**src/rtl/imem_loader_pkg.sv**
```systemverilog
// Shared types and widths for the instruction-memory loader.
package imem_loader_pkg;

  localparam int BYTE_W     = 8;
  localparam int WORD_BYTES = 4;
  localparam int WORD_W     = 32;

  typedef enum logic [2:0] {
    IDLE,
    RECV,
    WRITE,
    CHECK,
    FIN
  } state_t;

endpackage

```
**src/rtl/loader_word_asm.sv**
```systemverilog
// Big-endian word assembler: shifts accepted bytes in MSB-first and
// publishes the full word on the fourth byte.
module loader_word_asm
  import imem_loader_pkg::*;
(
  input  logic              i_clk,
  input  logic              i_rst_n,
  input  logic              i_clear,
  input  logic              i_accept,
  input  logic [BYTE_W-1:0] i_byte,
  output logic [WORD_W-1:0] o_word,
  output logic              o_word_full
);

  localparam int CNT_W = $clog2(WORD_BYTES);

  logic [CNT_W-1:0]         r_cnt;
  logic [WORD_W-BYTE_W-1:0] r_shift;
  logic [WORD_W-1:0]        r_word;
  logic                     w_last;

  assign w_last      = (r_cnt == CNT_W'(WORD_BYTES - 1));
  assign o_word_full = i_accept && w_last;
  assign o_word      = r_word;

  // r_word only changes on a completed word so the write data stays stable.
  always_ff @(posedge i_clk or negedge i_rst_n) begin
    if (!i_rst_n) begin
      r_cnt   <= '0;
      r_shift <= '0;
      r_word  <= '0;
    end else if (i_clear) begin
      r_cnt   <= '0;
      r_shift <= '0;
    end else if (i_accept) begin
      r_cnt   <= r_cnt + 1'b1;
      r_shift <= {r_shift[WORD_W-2*BYTE_W-1:0], i_byte};
      if (w_last) begin
        r_word <= {r_shift, i_byte};
      end
    end
  end

endmodule

```
**src/rtl/imem_loader.sv**
```systemverilog
// Host byte stream to instruction-memory writer; holds the pipeline during a load.
// Optional trailing checksum byte when IMEM_LOADER_CHECKSUM_EN is defined.
module imem_loader
  import imem_loader_pkg::*;
#(
  parameter int          ADDR_W    = 8,
  parameter logic [31:0] BASE_ADDR = 32'h0000_0000,
  parameter int          MAX_WORDS = 256
) (
  input  logic              i_clk,
  input  logic              i_rst_n,
  input  logic              i_start,
  input  logic [ADDR_W:0]   i_len_words,
  input  logic [BYTE_W-1:0] i_byte_in,
  input  logic              i_byte_valid,
  output logic              o_byte_ready,
  output logic              o_mem_we,
  output logic [31:0]       o_mem_addr,
  output logic [WORD_W-1:0] o_mem_wdata,
  output logic              o_hold_pc,
  output logic              o_hold_if,
  output logic              o_busy,
  output logic              o_done,
  output logic              o_err
);

  localparam logic [ADDR_W:0] LEN_MAX = (ADDR_W+1)'(MAX_WORDS);

  state_t          r_state;
  state_t          w_state_next;
  logic [ADDR_W:0] r_len;
  logic [ADDR_W:0] r_word_idx;
  logic [ADDR_W:0] w_idx_inc;
  logic            r_err;
  logic            r_active;
  logic            w_len_ok;
  logic            w_start_ok;
  logic            w_start_bad;
  logic            w_recv_accept;
  logic            w_word_full;
  logic            w_last_word;

  assign w_len_ok      = (i_len_words != '0) && (i_len_words <= LEN_MAX);
  assign w_start_ok    = (r_state == IDLE) && i_start && w_len_ok;
  assign w_start_bad   = (r_state == IDLE) && i_start && !w_len_ok;
  assign w_recv_accept = (r_state == RECV) && i_byte_valid;
  assign w_idx_inc     = r_word_idx + 1'b1;
  assign w_last_word   = (w_idx_inc == r_len);

  loader_word_asm u_asm (
    .i_clk       (i_clk),
    .i_rst_n     (i_rst_n),
    .i_clear     (w_start_ok),
    .i_accept    (w_recv_accept),
    .i_byte      (i_byte_in),
    .o_word      (o_mem_wdata),
    .o_word_full (w_word_full)
  );

  always_ff @(posedge i_clk or negedge i_rst_n) begin
    if (!i_rst_n) begin
      r_state <= IDLE;
    end else begin
      r_state <= w_state_next;
    end
  end

  always_comb begin
    w_state_next = r_state;
    o_byte_ready = 1'b0;
    o_mem_we     = 1'b0;
    case (r_state)
      IDLE: begin
        if (i_start) begin
          w_state_next = w_len_ok ? RECV : FIN;
        end
      end
      RECV: begin
        o_byte_ready = 1'b1;
        if (w_word_full) begin
          w_state_next = WRITE;
        end
      end
      WRITE: begin
        o_mem_we = 1'b1;
        if (w_last_word) begin
`ifdef IMEM_LOADER_CHECKSUM_EN
          w_state_next = CHECK;
`else
          w_state_next = FIN;
`endif
        end else begin
          w_state_next = RECV;
        end
      end
`ifdef IMEM_LOADER_CHECKSUM_EN
      CHECK: begin
        o_byte_ready = 1'b1;
        if (i_byte_valid) begin
          w_state_next = FIN;
        end
      end
`endif
      FIN:     w_state_next = IDLE;
      default: w_state_next = IDLE;
    endcase
  end

  // A rejected length still walks through FIN for the done pulse, but never holds the pipeline.
  assign o_busy     = (r_state != IDLE);
  assign o_hold_pc  = o_busy && r_active;
  assign o_hold_if  = o_busy && r_active;
  assign o_done     = (r_state == FIN);
  assign o_err      = r_err;
  assign o_mem_addr = BASE_ADDR + (32'(r_word_idx) << 2);

`ifdef IMEM_LOADER_CHECKSUM_EN
  logic [BYTE_W-1:0] r_sum;

  always_ff @(posedge i_clk or negedge i_rst_n) begin
    if (!i_rst_n) begin
      r_sum <= '0;
    end else if (w_start_ok) begin
      r_sum <= '0;
    end else if (w_recv_accept) begin
      r_sum <= r_sum + i_byte_in;
    end
  end
`endif

  always_ff @(posedge i_clk or negedge i_rst_n) begin
    if (!i_rst_n) begin
      r_len      <= '0;
      r_word_idx <= '0;
      r_err      <= 1'b0;
      r_active   <= 1'b0;
    end else begin
      if (w_start_ok) begin
        r_len      <= i_len_words;
        r_word_idx <= '0;
        r_err      <= 1'b0;
        r_active   <= 1'b1;
      end else if (w_start_bad) begin
        r_err    <= 1'b1;
        r_active <= 1'b0;
      end
      if (r_state == WRITE) begin
        r_word_idx <= w_idx_inc;
      end
      if (r_state == FIN) begin
        r_active <= 1'b0;
      end
`ifdef IMEM_LOADER_CHECKSUM_EN
      if ((r_state == CHECK) && i_byte_valid && (i_byte_in != r_sum)) begin
        r_err <= 1'b1;
      end
`endif
    end
  end

endmodule

```
**config.mk**
```make
export PLATFORM = sky130hd
export DESIGN_NAME = imem_loader
export DESIGN_NICKNAME = d
export VERILOG_FILES = /design/src/rtl/imem_loader_pkg.sv /design/src/rtl/loader_word_asm.sv /design/src/rtl/imem_loader.sv
export SDC_FILE = /design/constraint.sdc
export NUM_CORES = 1
export LEC_CHECK = 0
export ABC_CLOCK_PERIOD_IN_PS = 2250
export BUFFER_PORTS_ARGS = -buffer_cell sky130_fd_sc_hd__clkbuf_2
export CAP_MARGIN = 20
export CORE_AREA = 10 10 96 98
export CTS_CLUSTER_DIAMETER = 80
export DETAILED_ROUTE_END_ITERATION = 8
export DIE_AREA = 0 0 106 108
export MAX_ROUTING_LAYER = met4
export PLACE_DENSITY = 0.89
export SLEW_MARGIN = 30
export SYNTH_ARGS = -nofsm -noshare
export SYNTH_HDL_FRONTEND = slang
export SYNTH_SLANG_ARGS = --single-unit
```
**constraint.sdc**
```tcl
create_clock -name i_clk -period 2.25 [get_ports i_clk]
set_input_delay 0.45 -clock i_clk [delete_from_list [all_inputs] [get_ports i_clk]]
set_output_delay 0.45 -clock i_clk [all_outputs]
set_load 0.05 [all_outputs]
```
* Yosys cells after proc, flatten, opt, wreduce, memory -nomap -nowiden
Cells that the tools add are included.
** Storage, ports and cells
- Latch bits :: 0
- Bits in registers :: 81
- Input port bits :: 21
- Memories kept :: 0
- Output and inout bits :: 71
- Logic and storage cells :: 54
- RAM bits :: 0
- ROM bits :: 0
** Operators by class
- $mul :: 0
- Divide/modulo/power cells :: 0
- Eq/ne operators :: 7
- $lt $le $gt $ge :: 1
- $add $sub $neg :: 2
- Multiplexer cells :: 18
- Shift-type cells :: 0
- Bitwise logic cells :: 1
- Reductions and logical operators :: 17
** Operator list (count)
- 24-bit 2-to-1 mux :: 2
- 9-bit 2-to-1 mux :: 2
- 3-bit 2-to-1 mux :: 4
- 9-bit by 1-bit adder with 9-bit output (second input constant) :: 1
- 9-bit == test :: 1
- 9-bit less-or-equal comparator (second input constant) :: 1
- 3-bit case mux with 3 select lines :: 1
- 9-bit nonzero test :: 1
- 1-bit logical AND :: 7
- 1-bit 2-to-1 mux :: 7
- 2-bit nonzero test :: 3
- 3-bit nonzero test :: 2
- 2-bit 2-to-1 mux :: 2
- 3-bit by 1-bit == test with 1-bit output (second input constant) :: 1
- 3-bit by 2-bit == test with 1-bit output (second input constant) :: 1
- 3-bit == test (second input constant) :: 1
- 3-bit zero test :: 1
- 3-bit AND reduction :: 1
- 2-bit by 1-bit adder with 2-bit output (second input constant) :: 1
- 2-bit == test (second input constant) :: 1
- 2-bit by 1-bit != test with 1-bit output (second input constant) :: 1
- 2-bit != test (second input constant) :: 1
- 2-bit AND reduction :: 1
- 1-bit zero test :: 1
- 1-bit inverter :: 1

* Longest topological paths before layout
- Word-level depth :: 7
- Depth in mapped cells :: 8
- Mapped depth without buffers :: 6

* Cells and area by module
A second synthesis with hierarchy kept.
** Unflattened totals
- Cells, all modules :: 312
- Area total of the unflattened synthesis :: 3900.0 um^2
** By module, submodules not included
- loader_word_asm :: times used 1, area an instance 2388.5 um^2, seq. area each 1451.4 um^2, cells an instance 154
- imem_loader :: times used 1, area an instance 1511.4 um^2, seq. area each 575.6 um^2, cells an instance 158

* Least setup slack after synthesis
No wires, ideal clock.
- Kind :: reg-to-reg
- Start :: reg r_state[1]
- End :: reg u_asm.r_word[10], in the netlist u_asm.o_word[10]
- Library setup time :: 0.125 ns
- Period minus slack after synthesis :: 2.837 ns
- Buffers on the path :: 2
- Required time :: 2.125 ns
- Arrival :: 2.712 ns
- Slack :: -0.587 ns
- Cell stages (with the launch flop) :: 7
- Cells stage by stage :: dfrtp_1 nor3b_1 and2_1 buf_2 nand2_1 buf_2 mux2_2
** On the way
- Cells in the longest elaborated chain, start to end :: 5
- Elaborated cells on any way between the ends :: 7
- Those cells by class :: eq/ne: 1; bitwise: 1; reduce/logical: 5
** RTL lines
- start, declared :: line imem_loader.sv:29 : state_t r_state;
- start signal, assigned :: line imem_loader.sv:64 : r_state <= w_state_next;
- 3-bit zero test :: line imem_loader.sv:44 : assign w_start_ok = (r_state == IDLE) && i_start && w_len_ok;
- 1-bit logical AND (2 in series) :: line imem_loader.sv:44
- 1-bit inverter (no source line)
- 3-bit AND reduction (no source line) (*)
- end signal, assigned :: line loader_word_asm.sv:39 : r_word <= {r_shift, i_byte};
- end, declared :: line loader_word_asm.sv:19 : logic [WORD_W-1:0] r_word;
Every way passes the cells marked *; elsewhere a longest branch is shown, timed or not.
A chain may end at the register's enable or synchronous reset.

* Worst setup path in the final report
- Start :: reg r_state[1]
- End :: out o_mem_we
** On the way
- Cells in the longest elaborated chain, start to end :: 2
** RTL lines
- 3-bit by 2-bit == test with 1-bit output :: line imem_loader.sv:72 : case (r_state)
- 1-bit 2-to-1 mux :: line imem_loader.sv:72
- end, declared :: line imem_loader.sv:17 : output logic o_mem_we,
Every way passes these cells.

==> results.txt <==
The flow ran to the end, and the final reports show no timing, DRC or antenna violations. Leaving out filler cells and counting taps, the final layout contains 520. After clock tree synthesis, the setup repair step added 0 buffers. The run gives 0.00381 mm^2 as the mapped cell area. For this design, the slowest cell found on the critical path is or3b_2. For the final database, setup skew stands at 0.00790 ns.

The most used flip-flop cell after synthesis is dfrtp_1. In this run the worst hold path is classified as in -> async. The total die area was 0.0114 mm^2. The width of the chip works out to 106 um. The buffer depth of the longest clock path is 2. The initial utilization of the core area, before any placement, comes to 51.2%. The number of library cell types mapped by synthesis was 45; the power density of the placed cells was 1380 mW/mm^2. The final cycle utilization of the critical path works out to 97.2%. The largest net degree at the start of global routing is 47. In the post-route analysis, the smallest setup slack over all paths is 0.0636 ns.

For this run the aggregate overflow at the end of global routing stands at 0. TritonCTS built the clock tree. The run gives 0 as the number of endpoints with negative hold slack in the final report. The largest single stage delay on the critical path is 0.48 ns. The first global-routing pass estimated 14200 um of wire.

The run gives 0 ns as the total negative slack for setup checks. The tools report the number of antenna violations at the first check in global routing as 0. In this run the vertical extent of the chip is 108 um. Top-level port count: 92.

For this design, the CTS-stage hold fixing added 0 buffers. The number of max-slew violations in the final report was 0; the average wire per cell in the routed design was 16.3 um. After filler insertion, the fill cell instance count of the layout stands at 607. The first detailed-routing pass took 4 iterations.

Number of flops mapped to enable cells by yosys: 0. For this run, the total global-route usage over all layers was measured as 15.7%. Setup repair after global routing left no endpoint under its margin.

In this run the static leakage power is 2.13 nW. The post-synthesis sequential area ratio is 53.2%. In this run the worst path has a maximum fanout of 9. The per-instance average area after synthesis came out at 11.1 um^2.

Compared with the post-synthesis result, the final layout area differs by 15.1%. During synthesis, Yosys emitted a total of 0 warnings. The H-tree was split into 3 levels.

After floorplanning, the core was divided into 32 placement rows. After layout, the minimum clock period comes to 2.19 ns. 0 antenna diodes ended up in the layout.

The HPWL after detailed placement was 6340 um. The detailed router finished its first iteration with 301 violations. In the final layout, the share of cells above drive strength 1 is 37.6%. Leaving out fill and tap cells, the most frequent cell in the layout is dfrtp_1. Measured slew at the worst slew-check pin: 0.806 ns. The number of buffers added on ports is 68.

Via count of the first global-routing pass: 2858. The library cells used most frequently in the layout, excluding fill and tap cells, are dfrtp_1 (79), clkbuf_2 (66), nand2_1 (63). The area of all sequential standard cells is 0.00203 mm^2. Among cell families on the critical path, the largest total delay comes from simple AND/OR/NAND/NOR gates. The share of flip-flops with an asynchronous set or reset works out to 100%. The top achievable clock speed was 457 MHz; the setup-violating endpoint count in the final report was 0. For the total via count after detailed routing, the log shows 2712. The path type of the worst setup path was reg -> out.

At the worst endpoint, the required time is 1.80 ns. The multi-input combinational cells in the finished layout cover a total of 0.00158 mm^2. After technology mapping, the gate count stands at 345. The clock latency at the later pin of the worst-skew pair was 0.36 ns; the final weighted congestion in routability-driven placement was 0.866. The total wirelength of the detailed-routed design came out at 8480 um. STA classifies the critical path startpoint as a register. Clock tree synthesis inserted a total of 9 buffers. Timing analysis after detailed placement gives a worst setup slack of 0.00466 ns. Walking the worst path, the cells encountered are or3b_2 > clkinv_1 > buf_4. The logs give 0.00745 mm^2 for the core box area and 0 for the max-cap check violation count. After clock tree synthesis, the clock-pin slew on the worst setup and hold paths is 0.09 ns.

Hold timing on the final database bottoms out at a slack of 0.0747 ns. For the worst setup path, the data arrival time is 1.74 ns. IR analysis of the VDD net gives a maximum drop of 0.862 mV. The tree built by TritonCTS fans out to 81 sinks.

The count of nets left with antenna violations once routing finished came out at 0. The number of buffer and inverter instances along the worst setup path came out at 2. The DRC violations left is 0, and the post-synthesis register bit count is 81. The worst slew margin relative to its limit was 46.1%; the instance count after placement with tap cells included was 504. The net count of the finished layout was 436.

The cell at the root of the clock tree is clkbuf_8. In the routed layout, each cell is associated on average with a via count of 5.22. The worst setup path is captured at a primary output.
[power breakdown]
group	total, mW	switching [mW]	internal, mW	leakage (nW)
registers	2.35	0.375	1.97	1.06
clock network	1.10	0.567	0.533	0.103
logic	2.60	1.80	0.798	0.972
[worst reg2reg max path, cell delays in order (launching register included)]
cell,delay (ns)
dfrtp_2,0.47
ha_1,0.23
buf_4,0.17
nor3b_1,0.14
o221a_2,0.30
o2111a_1,0.28
a21bo_2,0.20
[per-layer routing]
metal | global-route usage (%) | vias to the layer above | part of all wire (%)
met3 | 3.03 | 16 | 5.0
met2 | 24.6 | 104 | 48
li1 | - | 1272 | -
met4 | 7.06 | 0 | 2.1
met5 | - | - | 0
met1 | 19.5 | 1320 | 45
[worst paths after layout]
path                                       start                to  slack [ns]  cells after the start
max in group asynchronous                i_rst_n   u_asm.o_word[0]        1.50                      2
worst min-delay path                     i_rst_n     r_word_idx[6]        0.07                      1
min in group i_clk                  i_byte_in[7]  u_asm.r_shift[7]        0.32                      3
worst max-delay path                  r_state[1]          o_mem_we        0.06                      3
worst min register to register  u_asm.o_word[14]  u_asm.o_word[14]        0.51                      1
worst max register to register     r_word_idx[0]        r_state[2]        0.37                      6
[kinds of logic (layout without fill, tap and decap cells)]
| family | after synthesis | in the layout | share of synthesized area [%] |
|---|---|---|---|
| fa+ha+maj | 2 | 2 | 0.656 |
| compound gates | 60 | 60 | 10.7 |
| buf+inv | 47 | 98 | 7.91 |
| simple gates | 101 | 101 | 12.2 |
| other cells | 1 | 23 | 0.0984 |
| mux | 40 | 40 | 11.8 |
| xor+xnor | 13 | 13 | 3.38 |
| flops | 81 | 81 | 53.2 |
[timing repair]
item	CTS	global route
setup endpoints to repair	1	1
endpoints found under the hold margin	0	0
gates resized for setup	1	1
cloned	0	0
[final cells by class]
cell class | count | area share [%]
Tap cell | 102 | 2.91
Clock inverter | 7 | 1.91
Inverter | 5 | 0.428
Sequential cell | 81 | 46.3
Timing Repair Buffer | 77 | 9.70
Clock buffer | 9 | 2.82
Multi-Input combinational cell | 239 | 36.0
[flip-flops by register name (all words and copies together) (netlist names)]
name           count
o_err              1
u_asm.r_shift     24
r_active           1
r_word_idx         9
r_len              9
r_state            3
u_asm.o_word      32
u_asm.r_cnt        2
[through the flow]
step / instance area [um^2] / util [%] / power (mW)
after floorplan: 3910 / - / 4.37
after detailed placement: 4180 / 56.1 / 5.00
after CTS: 4390 / 58.9 / 6.10
after global placement: 4180 / 56.1 / 4.88
after global routing: 4390 / 58.9 / 6.41
final: 4390 / 58.9 / 6.05
[synth_stat cells, types with 4 or more instances]
master	instances	area share, %
buf_6	4	1.2
xor2_1	4	0.92
a21oi_2	12	2.8
nor2_1	10	0.98
nand3_1	4	0.53
dfrtp_1	81	53
buf_2	4	0.53
xnor2_1	8	1.8
buf_4	24	4.7
inv_1	4	0.39
mux2_2	40	12
a21oi_1	17	2.2
clkbuf_1	9	0.89
o21ai_0	12	1.6
nand2_1	63	6.2
Power figures use the tool's default switching activity.
